--- config.mk ---
export PLATFORM = sky130hd
export DESIGN_NAME = dot_board_scanner
export DESIGN_NICKNAME = d
export VERILOG_FILES = /design/src/rtl/dot_board_scanner.sv
export SDC_FILE = /design/constraint.sdc
export NUM_CORES = 1
export LEC_CHECK = 0
export BUFFER_PORTS_ARGS = -buffer_cell sky130_fd_sc_hd__buf_2
export CAP_MARGIN = 20
export CORE_ASPECT_RATIO = 2
export CORE_MARGIN = 3
export CORE_UTILIZATION = 60
export CTS_CLUSTER_SIZE = 40
export DETAILED_ROUTE_END_ITERATION = 12
export GPL_TIMING_DRIVEN = 0
export PLACE_DENSITY = 0.81
export SLEW_MARGIN = 10
export SYNTH_ARGS = -nofsm -noshare
export SYNTH_HDL_FRONTEND = slang
export SYNTH_SLANG_ARGS = --single-unit
--- constraint.sdc ---
create_clock -name freq -period 21.2 [get_ports freq]
set_input_delay 2.12 -clock freq [delete_from_list [all_inputs] [get_ports freq]]
set_output_delay 2.12 -clock freq [all_outputs]
set_load 0.02 [all_outputs]
--- src/rtl/dot_board_scanner.sv ---
// ---------------------------------------------------------------------------
// dot_board_scanner
//
// Row-scan driver for the game-board dot-matrix display. A CELLS x CELLS board
// of 2-bit cell codes is drawn as 3x3 glyphs on a 4-dot pitch, so one board row
// occupies three display rows plus one blank spacer row. The image can be
// shifted down by row_offset dots. The cell under the cursor blinks solid when
// the highlight is enabled.
//
// The board, offset and cursor inputs are latched once per frame, on the edge
// where the scan wraps back to row 0. Row 0 of the new frame is drawn straight
// from the inputs on that edge. Every other row is drawn from the latched copy,
// so the game FSM can update the board at any time without tearing the image.
//
// Ports
//   freq        in   system clock, all logic on its rising edge
//   rst         in   synchronous active-high reset
//   board       in   packed cell codes, cell r*CELLS+c at [2*idx+1:2*idx]
//                    (0 empty, 1 X, 2 O, 3 blank)
//   row_offset  in   vertical shift of the board image, in dots
//   cursor      in   highlighted cell index (>= CELLS*CELLS matches nothing)
//   cursor_en   in   enables the blinking cursor highlight
//   dot_row     out  one-hot strobe for the active display row
//   dot_col     out  column data for the active display row
//   frame_start out  one-cycle pulse in the first cycle of display row 0
// ---------------------------------------------------------------------------
module dot_board_scanner #(
  parameter int CLK_DIV      = 12500,
  parameter int ROWS         = 10,
  parameter int COLS         = 14,
  parameter int CELLS        = 3,
  parameter int OFS_W        = 2,
  parameter int BLINK_FRAMES = 32
) (
  input  logic                               freq,
  input  logic                               rst,
  input  logic [2*CELLS*CELLS-1:0]           board,
  input  logic [OFS_W-1:0]                   row_offset,
  input  logic [$clog2(CELLS*CELLS)-1:0]     cursor,
  input  logic                               cursor_en,
  output logic [ROWS-1:0]                    dot_row,
  output logic [COLS-1:0]                    dot_col,
  output logic                               frame_start
);

  localparam int NCELL = CELLS * CELLS;
  localparam int BRD_W = 2 * NCELL;
  localparam int CUR_W = $clog2(NCELL);
  localparam int DIV_W = (CLK_DIV > 1) ? $clog2(CLK_DIV) : 1;
  localparam int ROW_W = (ROWS > 1) ? $clog2(ROWS) : 1;
  localparam int FRM_W = (BLINK_FRAMES > 1) ? $clog2(BLINK_FRAMES) : 1;
  // Height of the drawn image in dots: CELLS glyph rows on a 4-dot pitch,
  // without the trailing spacer row.
  localparam int IMG_H = 4 * CELLS - 1;

  // -------------------------------------------------------------------------
  // State
  // -------------------------------------------------------------------------
  logic [DIV_W-1:0] div_cnt_reg;
  logic [ROW_W-1:0] row_idx_reg;
  logic [ROWS-1:0]  dot_row_reg;
  logic [COLS-1:0]  dot_col_reg;
  logic             frame_start_reg;
  logic [FRM_W-1:0] frame_cnt_reg;
  logic             blink_on_reg;
  logic [BRD_W-1:0] snap_board_reg;
  logic [OFS_W-1:0] snap_ofs_reg;
  logic [CUR_W-1:0] snap_cursor_reg;
  logic             snap_en_reg;

  // -------------------------------------------------------------------------
  // Scan timing
  // -------------------------------------------------------------------------
  logic             tick;
  logic             wrap;
  logic [ROW_W-1:0] row_idx_next;
  logic [FRM_W-1:0] frame_cnt_next;
  logic             blink_on_next;

  assign tick = (div_cnt_reg == DIV_W'(CLK_DIV - 1));
  assign wrap = tick && (row_idx_reg == ROW_W'(ROWS - 1));

  // Index of the row that becomes active on the next tick.
  assign row_idx_next = wrap ? '0 : row_idx_reg + ROW_W'(1);

  always_comb begin
    frame_cnt_next = frame_cnt_reg;
    blink_on_next  = blink_on_reg;
    if (wrap) begin
      if (frame_cnt_reg == FRM_W'(BLINK_FRAMES - 1)) begin
        frame_cnt_next = '0;
        blink_on_next  = ~blink_on_reg;
      end else begin
        frame_cnt_next = frame_cnt_reg + FRM_W'(1);
      end
    end
  end

  // -------------------------------------------------------------------------
  // Render source: the wrap edge draws row 0 from the live inputs (the same
  // values being latched), every other tick draws from the latched copy.
  // The blink phase used is the one in force after this edge, which lets row 0
  // pick up a toggle happening on the same edge.
  // -------------------------------------------------------------------------
  logic [BRD_W-1:0] src_board;
  logic [OFS_W-1:0] src_ofs;
  logic [CUR_W-1:0] src_cursor;
  logic             src_en;
  logic             src_blink;

  assign src_board  = wrap ? board      : snap_board_reg;
  assign src_ofs    = wrap ? row_offset : snap_ofs_reg;
  assign src_cursor = wrap ? cursor     : snap_cursor_reg;
  assign src_en     = wrap ? cursor_en  : snap_en_reg;
  assign src_blink  = blink_on_next;

  // -------------------------------------------------------------------------
  // Row geometry. Everything is widened to 32 bits so that subtracting the
  // offset and comparing against the image height can never wrap around.
  // -------------------------------------------------------------------------
  logic [31:0] disp_row;
  logic [31:0] ofs_ext;
  logic [31:0] y_pos;
  logic        visible;
  logic [1:0]  slice;
  logic [31:0] cell_base;

  assign disp_row = 32'(row_idx_next);
  assign ofs_ext  = 32'(src_ofs);
  assign y_pos    = disp_row - ofs_ext;
  assign visible  = (disp_row >= ofs_ext) &&
                    (y_pos < 32'(IMG_H)) &&
                    (y_pos[1:0] != 2'd3);
  // Dot row within the glyph: 0..2 whenever the row is visible.
  assign slice    = y_pos[1:0];
  // First cell index of the board row being drawn; forced to 0 for invisible
  // rows so that the cell lookup below always stays inside the board vector.
  assign cell_base = visible ? (y_pos >> 2) * 32'(CELLS) : 32'd0;

  // -------------------------------------------------------------------------
  // Per-cell glyph lookup
  // -------------------------------------------------------------------------
  logic [3*CELLS-1:0] glyph_vec;

  generate
    for (genvar gi = 0; gi < CELLS; gi++) begin : g_cell
      logic [31:0] cell_idx;
      logic [1:0]  code;
      logic        hit;
      logic [2:0]  glyph;

      assign cell_idx = cell_base + 32'(gi);
      assign code     = src_board[2*cell_idx +: 2];
      assign hit      = src_en && src_blink && (cell_idx == 32'(src_cursor));

      always_comb begin
        glyph = 3'b000;
        if (hit) begin
          glyph = 3'b111;
        end else begin
          case (code)
            2'd1:    glyph = (slice == 2'd1) ? 3'b010 : 3'b101;  // X
            2'd2:    glyph = (slice == 2'd1) ? 3'b101 : 3'b010;  // O
            default: glyph = 3'b000;                             // empty / blank
          endcase
        end
      end

      assign glyph_vec[3*gi +: 3] = visible ? glyph : 3'b000;
    end
  endgenerate

  // Spread the 3-dot glyphs onto the 4-dot column pitch; spacer columns and
  // any columns right of the image stay dark.
  logic [COLS-1:0] col_next;

  always_comb begin
    col_next = '0;
    for (int c = 0; c < CELLS; c++) begin
      col_next[4*c +: 3] = glyph_vec[3*c +: 3];
    end
  end

  // One-hot row strobe for the row about to become active.
  logic [ROWS-1:0] row_next;

  generate
    for (genvar gi = 0; gi < ROWS; gi++) begin : g_row
      assign row_next[gi] = (row_idx_next == ROW_W'(gi));
    end
  endgenerate

  // -------------------------------------------------------------------------
  // Registers
  // -------------------------------------------------------------------------
  always_ff @(posedge freq) begin
    if (rst) begin
      div_cnt_reg     <= '0;
      row_idx_reg     <= '0;
      dot_row_reg     <= ROWS'(1);
      dot_col_reg     <= '0;
      frame_start_reg <= 1'b0;
      frame_cnt_reg   <= '0;
      blink_on_reg    <= 1'b0;
      snap_board_reg  <= '0;
      snap_ofs_reg    <= '0;
      snap_cursor_reg <= '0;
      snap_en_reg     <= 1'b0;
    end else begin
      div_cnt_reg     <= tick ? '0 : div_cnt_reg + DIV_W'(1);
      frame_start_reg <= wrap;
      frame_cnt_reg   <= frame_cnt_next;
      blink_on_reg    <= blink_on_next;
      if (tick) begin
        row_idx_reg <= row_idx_next;
        dot_row_reg <= row_next;
        dot_col_reg <= col_next;
      end
      if (wrap) begin
        snap_board_reg  <= board;
        snap_ofs_reg    <= row_offset;
        snap_cursor_reg <= cursor;
        snap_en_reg     <= cursor_en;
      end
    end
  end

  assign dot_row     = dot_row_reg;
  assign dot_col     = dot_col_reg;
  assign frame_start = frame_start_reg;

endmodule

==> results.json, run 1 <==
{
  "r2r_slack_ns": 12.37,
  "cts-resized-gates": 0,
  "drtAntennaViolNets": 0,
  "io_pins": 52,
  "relSlewSlack_pct": 36.4,
  "syn_inst": 572,
  "cts_buffers": 9,
  "holdCritStartpoint": "dot_row[6]",
  "drv_slew": 0,
  "synth_seq_area_share_pct": 29.8,
  "dpl_worst_slack_ns": 12.63,
  "num-fill-cells": 592,
  "vias": 4545,
  "grt_pass1_vias": 4466,
  "drive_gt1_share_pct": 13.5,
  "wirelength_mm": 12.6,
  "die_h_um": 128,
  "root_buffer": "clkbuf_16",
  "yosysTopAreaCellShare_pct": 29.8,
  "nets": 700,
  "end_kind": "flip-flop",
  "r2r_start": "div_cnt_reg[0]",
  "holdPathEnd": "dot_row[6]",
  "drt_first_pass_iters": 6,
  "cp_slowest_cell": "nor4_2",
  "async_flop_share_pct": 0,
  "status": "finished clean",
  "gr-usage-all-layers_pct": 31.1,
  "cts_tree": "yes",
  "synth_top_area_cell": "dfxtp_1",
  "netlist_area_mm2": 0.00444,
  "placedCellCount": 728,
  "fin_cells": 744,
  "most-common-layout-cells": "nand2_1 (81), dfxtp_1 (66), a21oi_1 (56)",
  "synth_edf_count": 0,
  "routedWlPerCell_um": 17.0,
  "layout_commonest_cell": "nand2_1",
  "syn_area_per_cell_um2": 7.76,
  "grt_pass1_wl_mm": 20.6,
  "swShare_pct": 21.8,
  "power.internal_mw": 0.226,
  "cp-start-kind": "flip-flop",
  "clk_pin_slew_ns": 0.05,
  "ys_ff_latch": 66,
  "ys.flop_type": "dfxtp_1",
  "cap_viol_max_count": 0,
  "insertion_delay_ns": 0.34,
  "rsz0062_at_grt": "no",
  "hold_buffers": 0,
  "min_period_ns": 8.83,
  "criticalPathCategory": "flip-flop to flip-flop",
  "viasPerCell": 6.11,
  "combinationalPowerShare_pct": 4.2,
  "finClkSkew_ns": 0.00460,
  "reg2reg_to": "dot_col[5]",
  "seqPwrFrac_pct": 43.2,
  "dr.first_iter.drc_count": 366,
  "grt_remaining_overflow": 0,
  "grt_max_degree": 12,
  "dieArea_mm2": 0.00853,
  "leakage_nw": 2.04,
  "rows": 43,
  "core_area_mm2": 0.00705,
  "hold_path_class": "flip-flop to flip-flop",
  "power_switching_mw": 0.0630,
  "cp.arrival_ns": 9.04,
  "max_stage_delay_ns": 0.65,
  "area_growth_pct": 16.3,
  "post-route-drc-count": 0,
  "reg2reg_depth": 29,
  "gp_congestion": 0.995,
  "synthTopCellsByArea": "dfxtp_1 (30%), nand2_1 (6.8%), a21oi_1 (6.3%), ha_1 (6.2%), nor2_1 (4.4%)",
  "worst-path-max-fanout": 10,
  "htreeDepth": 3,
  "die_w_um": 66.8,
  "setup_viol": 0,
  "antennaDiodeCount": 0,
  "post_cts_buffers": 0,
  "fin_crit_sh_pct": 41.6,
  "start_util_pct": 63.0,
  "setup_ws_ns": 12.37,
  "synth_cell_types": 72,
  "p_total_mw": 0.289,
  "hpwlAfterDp_mm": 9.62,
  "cpMostUsedCell": "ha_1",
  "largest_reg_flops": 18,
  "final_hold_viol_count": 0,
  "finalSetupTns_ns": 0,
  "whs_ns": 0.450,
  "power_density_mw_per_mm2": 56.0,
  "clockBufferDepth": 2,
  "pwr-share-clk_pct": 52.5,
  "critPathRequiredTime_ns": 21.41,
  "max_freq_mhz": 113,
  "yosys_warnings": 0,
  "worstMarginPinSlew_ns": 0.946,
  "whs_path_depth": 2,
  "cts.sinks": 66,
  "grt_antenna_before_repair": 0,
  "portBuffers": 46,
  "peakVddDrop_v": 0.0000570
}
## area by class of cell
class                           count  area (um2)  area share, %
Buffer                             39         195           3.78
Clock buffer                       12         256           4.97
Clock inverter                      4        50.0          0.969
Inverter                           10        37.5          0.727
Multi-Input combinational cell    477        2960           57.3
Sequential cell                    66        1320           25.6
Tap cell                           90         113           2.18
Timing Repair Buffer               46         230           4.46
## metal layers
| layer | track usage (%) | up-vias | part of all wire (%) |
|---|---|---|---|
| met3 | 5.61 | 60 | 6.7 |
| met2 | 55.7 | 231 | 52 |
| met4 | 18.4 | 0 | 5.6 |
| met5 | 0 | - | 0 |
| met1 | 32.5 | 2077 | 36 |
| li1 | - | 2177 | - |
## cells in the mapped netlist, drive strengths merged, types with 7 or more instances
cell / instances
a21oi: 56
clkbuf: 23
xor2: 14
nand2: 81
nand3: 35
nand2b: 9
nand4: 12
and3: 7
xnor2: 13
o21ai: 26
dfxtp: 66
ha: 22
a31oi: 12
nor2: 52
nor3: 11
mux2i: 16
buf: 16
inv: 10
## critical path, delay by kind of cell (launching register included)
family	cells	cell delay, ns
adder cells (fa/ha/maj)	4	1.11
buffers and inverters	4	1.30
AND/OR/NAND/NOR	9	2.97
multiplexers	1	0.40
flip-flops	1	0.39
AO/OA/AOI/OAI	11	2.49
## power groups by stage
stage / sequential (mW) / clock, mW / combinational, mW
after global placement: 0.128 / 0 / 0.0114
after detailed placement: 0.128 / 0 / 0.0114
after CTS: 0.125 / 0.153 / 0.0115
after floorplan: 0.128 / 0 / 0.00664
after global routing: 0.125 / 0.158 / 0.0137
final: 0.125 / 0.152 / 0.0123
## logic make-up after synthesis
logic type,count (synthesis),share of synthesized area (%)
adder cells (fa/ha/maj),24,7.10
flip-flops,66,29.8
AO/OA/AOI/OAI,133,18.9
multiplexers,19,5.44
AND/OR/NAND/NOR,252,28.1
other,2,0.169
buffers and inverters,49,5.24
XOR/XNOR,27,5.33
## stage by stage
step	utilization (%)	instance area, um2
detailed placement	68.9	4860
global placement	68.9	4860
CTS	73.3	5160
floorplan	-	4520
finish	73.3	5160
global route	73.3	5160
## how the worst max path moves through the flow
stage                              start         end  slack (ns)  depth (start not counted)
after floorplan           div_cnt_reg[0]  dot_col[8]       14.49                         26
after global routing      div_cnt_reg[0]  dot_col[5]       11.79                         29
after global placement    div_cnt_reg[0]  dot_col[5]       12.93                         29
after CTS                 div_cnt_reg[0]  dot_col[5]       12.59                         29
after detailed placement  div_cnt_reg[0]  dot_col[5]       12.63                         29
final                     div_cnt_reg[0]  dot_col[5]       12.37                         29
No activity file was read; power rests on OpenSTA's default activity.
==> run 2, diff against run 1 <==
--- a/config.mk
+++ b/config.mk
@@ -9,11 +9,11 @@
 export CAP_MARGIN = 20
 export CORE_ASPECT_RATIO = 2
 export CORE_MARGIN = 3
-export CORE_UTILIZATION = 60
+export CORE_UTILIZATION = 53
 export CTS_CLUSTER_SIZE = 40
 export DETAILED_ROUTE_END_ITERATION = 12
 export GPL_TIMING_DRIVEN = 0
-export PLACE_DENSITY = 0.81
+export PLACE_DENSITY = 0.75
 export SLEW_MARGIN = 10
 export SYNTH_ARGS = -nofsm -noshare
 export SYNTH_HDL_FRONTEND = slang
==> constraint.sdc (replaced) <==
create_clock -name freq -period 7.62 [get_ports freq]
set_input_delay 0.762 -clock freq [delete_from_list [all_inputs] [get_ports freq]]
set_output_delay 0.762 -clock freq [all_outputs]
set_load 0.02 [all_outputs]
==> run 2 against run 1 <==
- critical path depth fell by 4
- sequential power increased to 2.8 times the previous value
- sequential share of layout area fell by 0.50 points
- register-to-register slack lost 12 ns
- via count shrank 0.77%
- flip-flop and latch count unchanged
- first-iteration DRC count down 41%
- worst setup slack got worse by 12 ns
- fmax grew 23%
- power rose to 2.9 times the previous value
- clock skew rose by 0.0020 ns
- wire length up 0.32%
- critical endpoint unchanged
- largest cell class unchanged
- largest power group unchanged
==> results.json, run 2 (synthesis gave the netlist of run 1 again) <==
{
  "insertion_delay_ns": 0.34,
  "dpl_worst_slack_ns": -0.823,
  "cp_top_family": "simple AND/OR/NAND/NOR gates",
  "min_period_ns": 7.15,
  "fin_cells": 750,
  "cp_slowest_cell": "or4b_2",
  "clockBufferDepth": 2,
  "holdCritStartpoint": "dot_row[5]",
  "io_pins": 52,
  "clk_pin_slew_ns": 0.06,
  "finalSetupTns_ns": 0,
  "r2r_start": "div_cnt_reg[0]",
  "start_util_pct": 55.1,
  "drv_slew": 0,
  "antennaDiodeCount": 0,
  "max_stage_delay_ns": 0.67,
  "peakVddDrop_v": 0.000140,
  "end_kind": "flip-flop",
  "gp_congestion": 0.956,
  "core_area_mm2": 0.00806,
  "drt_first_pass_iters": 5,
  "cts.sinks": 66,
  "setup_ws_ns": 0.471,
  "placedCellCount": 734,
  "num-fill-cells": 714,
  "rows": 46,
  "p_total_mw": 0.829,
  "cp-start-kind": "flip-flop",
  "grt_max_degree": 12,
  "vias": 4510,
  "criticalPathCategory": "flip-flop to flip-flop",
  "r2r_slack_ns": 0.47,
  "routedWlPerCell_um": 16.9,
  "cts_tree": "yes",
  "dr.first_iter.drc_count": 217,
  "root_buffer": "clkbuf_16",
  "setup_viol": 0,
  "whs_ns": 0.447,
  "viasPerCell": 6.01,
  "largest_reg_flops": 18,
  "max_freq_mhz": 140,
  "leakage_nw": 2.07,
  "grt_pass1_vias": 4338,
  "status": "finished clean",
  "wirelength_mm": 12.7,
  "nets": 700,
  "relSlewSlack_pct": 40.3,
  "drtAntennaViolNets": 0,
  "power_density_mw_per_mm2": 157,
  "hold_path_class": "flip-flop to flip-flop",
  "fin_crit_sh_pct": 93.8,
  "worstMarginPinSlew_ns": 0.888,
  "layout_commonest_cell": "nand2_1",
  "area_growth_pct": 18.6,
  "reg2reg_depth": 25,
  "grt_antenna_before_repair": 0,
  "post-route-drc-count": 0,
  "worst-path-max-fanout": 10,
  "htreeDepth": 3,
  "crit_path_start": "div_cnt_reg[0]",
  "reg2reg_to": "dot_col[5]",
  "path_buf_inv": 6,
  "cp.arrival_ns": 7.37,
  "gr-usage-all-layers_pct": 26.9,
  "critPathRequiredTime_ns": 7.84,
  "drive_gt1_share_pct": 16.2,
  "dieArea_mm2": 0.00958,
  "die_w_um": 70.7,
  "finClkSkew_ns": 0.00662,
  "portBuffers": 46,
  "die_h_um": 135,
  "cap_viol_max_count": 0,
  "cts_buffers": 9,
  "hpwlAfterDp_mm": 9.80,
  "endpoint": "dot_col[5]",
  "grt_pass1_wl_mm": 20.5,
  "grt_remaining_overflow": 0,
  "rsz0062_at_grt": "no",
  "most-common-layout-cells": "nand2_1 (80), dfxtp_1 (66), a21oi_1 (54)",
  "critical_path_depth": 25,
  "final_hold_viol_count": 0
}
[run 2: what timing repair did]
item	CTS	global route
pin swaps	1	1
endpoints found under the setup margin	4	4
hold endpoints to repair	0	0
resized for setup	7	11
setup buffers	1	2
hold buffers	0	0
[run 2: final cells by class]
cell class / count / area, um2 / area share (%)
sequential: 66 / 1320 / 25.1
buffer: 36 / 188 / 3.56
clock buffer: 13 / 280 / 5.32
tap: 96 / 120 / 2.28
multi-input combinational: 477 / 3020 / 57.4
timing repair buffer: 49 / 253 / 4.80
inverter: 10 / 37.5 / 0.713
clock inverter: 3 / 45.0 / 0.855
[run 2: power breakdown]
part	switching, mW	internal, mW
logic	0.0212	0.0132
registers	0.00144	0.347
clock network	0.157	0.289
total	0.180	0.649
[run 2: worst min-delay path by stage]
stage | endpoint | cells after the start
after floorplan | div_cnt_reg[0] | 1
after global placement | snap_en_reg | 2
after detailed placement | dot_row[5] | 2
after CTS | dot_row[5] | 2
after global routing | dot_row[7] | 2
final | dot_row[5] | 2
[run 2: routing by layer]
| layer | track usage, % | share of wire [%] | wire (um) | vias up |
|---|---|---|---|---|
| li1 | - | - | - | 2188 |
| met1 | 28.1 | 38 | 4750 | 2082 |
| met2 | 48.3 | 52 | 6530 | 177 |
| met3 | 5.50 | 5.5 | 699 | 63 |
| met4 | 16.1 | 5.4 | 679 | 0 |
| met5 | 0 | 0 | 0 | - |
[run 2: worst register-to-register path, stage by stage (launching register included)]
cell and delay [ns]:
dfxtp_1 0.37, ha_1 0.28, or4b_2 0.67, nor4_4 0.23, nand2_2 0.20, clkbuf_2 0.28
buf_1 0.32, clkbuf_2 0.30, nand2_1 0.12, ha_1 0.16, inv_1 0.08, fa_1 0.43
clkbuf_1 0.26, xor2_2 0.29, ha_2 0.29, fa_1 0.53, and2_1 0.18, buf_2 0.16
ha_2 0.24, nor3b_1 0.15, o21ai_0 0.26, a31oi_2 0.21, nand2b_1 0.23, o31ai_1 0.52
or3b_1 0.19, o211ai_1 0.08
[run 2: through the flow]
step / utilization, % / area (um2)
after floorplan: - / 4520
after global placement: 60.4 / 4870
after detailed placement: 60.4 / 4870
after CTS: 64.9 / 5230
after global routing: 65.4 / 5270
final: 65.4 / 5270
==> run 3, diff against run 2 <==
--- a/config.mk
+++ b/config.mk
@@ -10,7 +10,6 @@
 export CORE_ASPECT_RATIO = 2
 export CORE_MARGIN = 3
 export CORE_UTILIZATION = 53
-export CTS_CLUSTER_SIZE = 40
 export DETAILED_ROUTE_END_ITERATION = 12
 export GPL_TIMING_DRIVEN = 0
 export PLACE_DENSITY = 0.75
==> constraint.sdc (replaced) <==
create_clock -name freq -period 6.4 [get_ports freq]
set_input_delay 0.64 -clock freq [delete_from_list [all_inputs] [get_ports freq]]
set_output_delay 0.64 -clock freq [all_outputs]
set_load 0.02 [all_outputs]
==> run 3 against run 2 <==
- combinational power up 29%
- global-route usage is 2.2 points higher
- flip-flop and latch count stayed put
- critical endpoint unchanged
- largest cell class unchanged
- register-to-register slack worse by 0.29 ns
- worst setup slack worse by 0.29 ns
- worst hold slack improved by 0.0039 ns
- clock-buffer cell count unchanged
==> results.json, run 3 (synthesis gave the netlist of run 1 again) <==
{
  "dieArea_mm2": 0.00958,
  "fin_crit_sh_pct": 97.2,
  "max_stage_delay_ns": 0.67,
  "use_met1_pct": 30.4,
  "dr.first_iter.drc_count": 379,
  "whs_path_depth": 2,
  "insertion_delay_ns": 0.34,
  "r2r_slack_ns": 0.18,
  "r2r_start": "div_cnt_reg[0]",
  "root_buffer": "clkbuf_16",
  "area_growth_pct": 28.4,
  "relSlewSlack_pct": 28.1,
  "p_total_mw": 1.00,
  "htreeDepth": 3,
  "cpMostUsedCell": "ha_4",
  "viasPerCell": 6.14,
  "setup_viol": 0,
  "cp-start-kind": "flip-flop",
  "wirelength_mm": 14.0,
  "design_area_mm2": 0.00570,
  "drive_gt1_share_pct": 23.4,
  "peakVddDrop_v": 0.000173,
  "grt_remaining_overflow": 0,
  "combinationalPowerShare_pct": 4.4,
  "vias": 4730,
  "post-route-drc-count": 0,
  "power_switching_mw": 0.214,
  "cp.arrival_ns": 6.48,
  "grt_pass1_vias": 4734,
  "grt_pass1_wl_mm": 22.3,
  "cts.sinks": 66,
  "whs_ns": 0.451,
  "clk_pin_slew_ns": 0.06,
  "leakage_nw": 2.24,
  "min_period_ns": 6.22,
  "swShare_pct": 21.3,
  "finClkSkew_ns": 0.00519,
  "start_util_pct": 55.1,
  "holdPathEnd": "dot_row[3]",
  "critPathRequiredTime_ns": 6.66,
  "grt_busiest_layer": "met2",
  "grt_use_met3_pct": 6.46,
  "end_kind": "flip-flop",
  "portBuffers": 46,
  "routedWlPerCell_um": 18.2,
  "grt_max_degree": 11,
  "cts_buffers": 9,
  "worst-path-max-fanout": 10,
  "gp_congestion": 1.00,
  "worstMarginPinSlew_ns": 1.07,
  "antennaDiodeCount": 0,
  "status": "finished clean",
  "cap_viol_max_count": 0,
  "grt_antenna_before_repair": 0,
  "placedCellCount": 734,
  "die_w_um": 70.7,
  "criticalPathCategory": "flip-flop to flip-flop",
  "fin_cells": 770,
  "clockBufferDepth": 2,
  "dpl_worst_slack_ns": -1.71,
  "setup_ws_ns": 0.179,
  "max_freq_mhz": 161,
  "nets": 721,
  "layout_commonest_cell": "nand2_1",
  "hpwlAfterDp_mm": 9.82,
  "power_density_mw_per_mm2": 176,
  "core_area_mm2": 0.00806,
  "power.internal_mw": 0.790,
  "pwr-share-clk_pct": 54.2,
  "die_h_um": 135,
  "seqPwrFrac_pct": 41.4,
  "final_hold_viol_count": 0,
  "grtUsageMet2_pct": 51.2,
  "hold_path_class": "flip-flop to flip-flop",
  "io_pins": 52,
  "drt_first_pass_iters": 5,
  "largest_reg_flops": 18,
  "cp_slowest_cell": "or4b_2",
  "drtAntennaViolNets": 0,
  "most-common-layout-cells": "nand2_1 (80), dfxtp_1 (61), a21oi_1 (52)",
  "rows": 46,
  "cts_tree": "yes",
  "reg2reg_to": "dot_col[5]",
  "drv_slew": 0,
  "reg2reg_depth": 29,
  "placedInstanceArea_mm2": 0.00488,
  "gr-usage-all-layers_pct": 29.1,
  "holdCritStartpoint": "dot_row[3]"
}
## run 3: changes by cell type in the layout (fill, tap and decap cells not counted), moves of 3 or more
cell,previous run,this run
buf_4,11,34
buf_6,2,5
clkbuf_2,4,1
clkbuf_4,0,3
dfxtp_1,66,61
dfxtp_2,0,5
ha_1,20,17
ha_4,0,5
## run 3: power by group through the flow
stage / Clock (mW) / Combinational, mW / Sequential [mW]
global route: 0.560 / 0.0480 / 0.415
finish: 0.544 / 0.0443 / 0.415
CTS: 0.543 / 0.0403 / 0.414
floorplan: 0 / 0.0223 / 0.423
global placement: 0 / 0.0384 / 0.423
detailed placement: 0 / 0.0387 / 0.423
## run 3: metrics by stage
stage               util [%]  TNS, ns
floorplan                  -        0
global placement        60.6    -6.78
detailed placement      60.6    -7.71
CTS                     68.0        0
global route            70.8  -0.0754
finish                  70.8        0
## run 3: worst max-delay path, delay by kind of cell (launching register included)
family	cells	cell delay, ns
buf+inv	8	1.38
compound gates	6	0.86
fa+ha+maj	5	1.11
xor+xnor	1	0.20
flops	1	0.37
simple gates	9	2.20
## run 3: layout make-up
cell class	count	area, um2
inverter	10	37.5
clock buffer	13	260
sequential	66	1330
tap	96	120
timing repair buffer	72	442
multi-input combinational	477	3250
fill	634	2360
clock inverter	2	60.1
buffer	34	209
## run 3: worst max-delay path by stage
| stage | from | end | slack, ns | cells past startpoint |
|---|---|---|---|---|
| floorplan | div_cnt_reg[0] | dot_col[5] | 0.009 | 29 |
| global placement | div_cnt_reg[0] | dot_col[5] | -1.50 | 31 |
| detailed placement | div_cnt_reg[0] | dot_col[5] | -1.71 | 31 |
| CTS | div_cnt_reg[9] | dot_col[5] | 0.04 | 27 |
| global route | div_cnt_reg[0] | dot_col[5] | -0.06 | 29 |
| finish | div_cnt_reg[0] | dot_col[5] | 0.18 | 29 |
## run 3: metal layers
layer | vias up | share of wire (%)
met5 | - | 0
met1 | 2234 | 36
met2 | 210 | 52
li1 | 2217 | -
met4 | 0 | 5.8
met3 | 69 | 5.8
## run 3: repair_timing
action,4_1_cts,5_1_grt
gates resized for setup,43,33
cloned,0,0
setup buffers,15,11
setup endpoints to repair,6,6
hold buffers,0,0
pin swaps,10,15
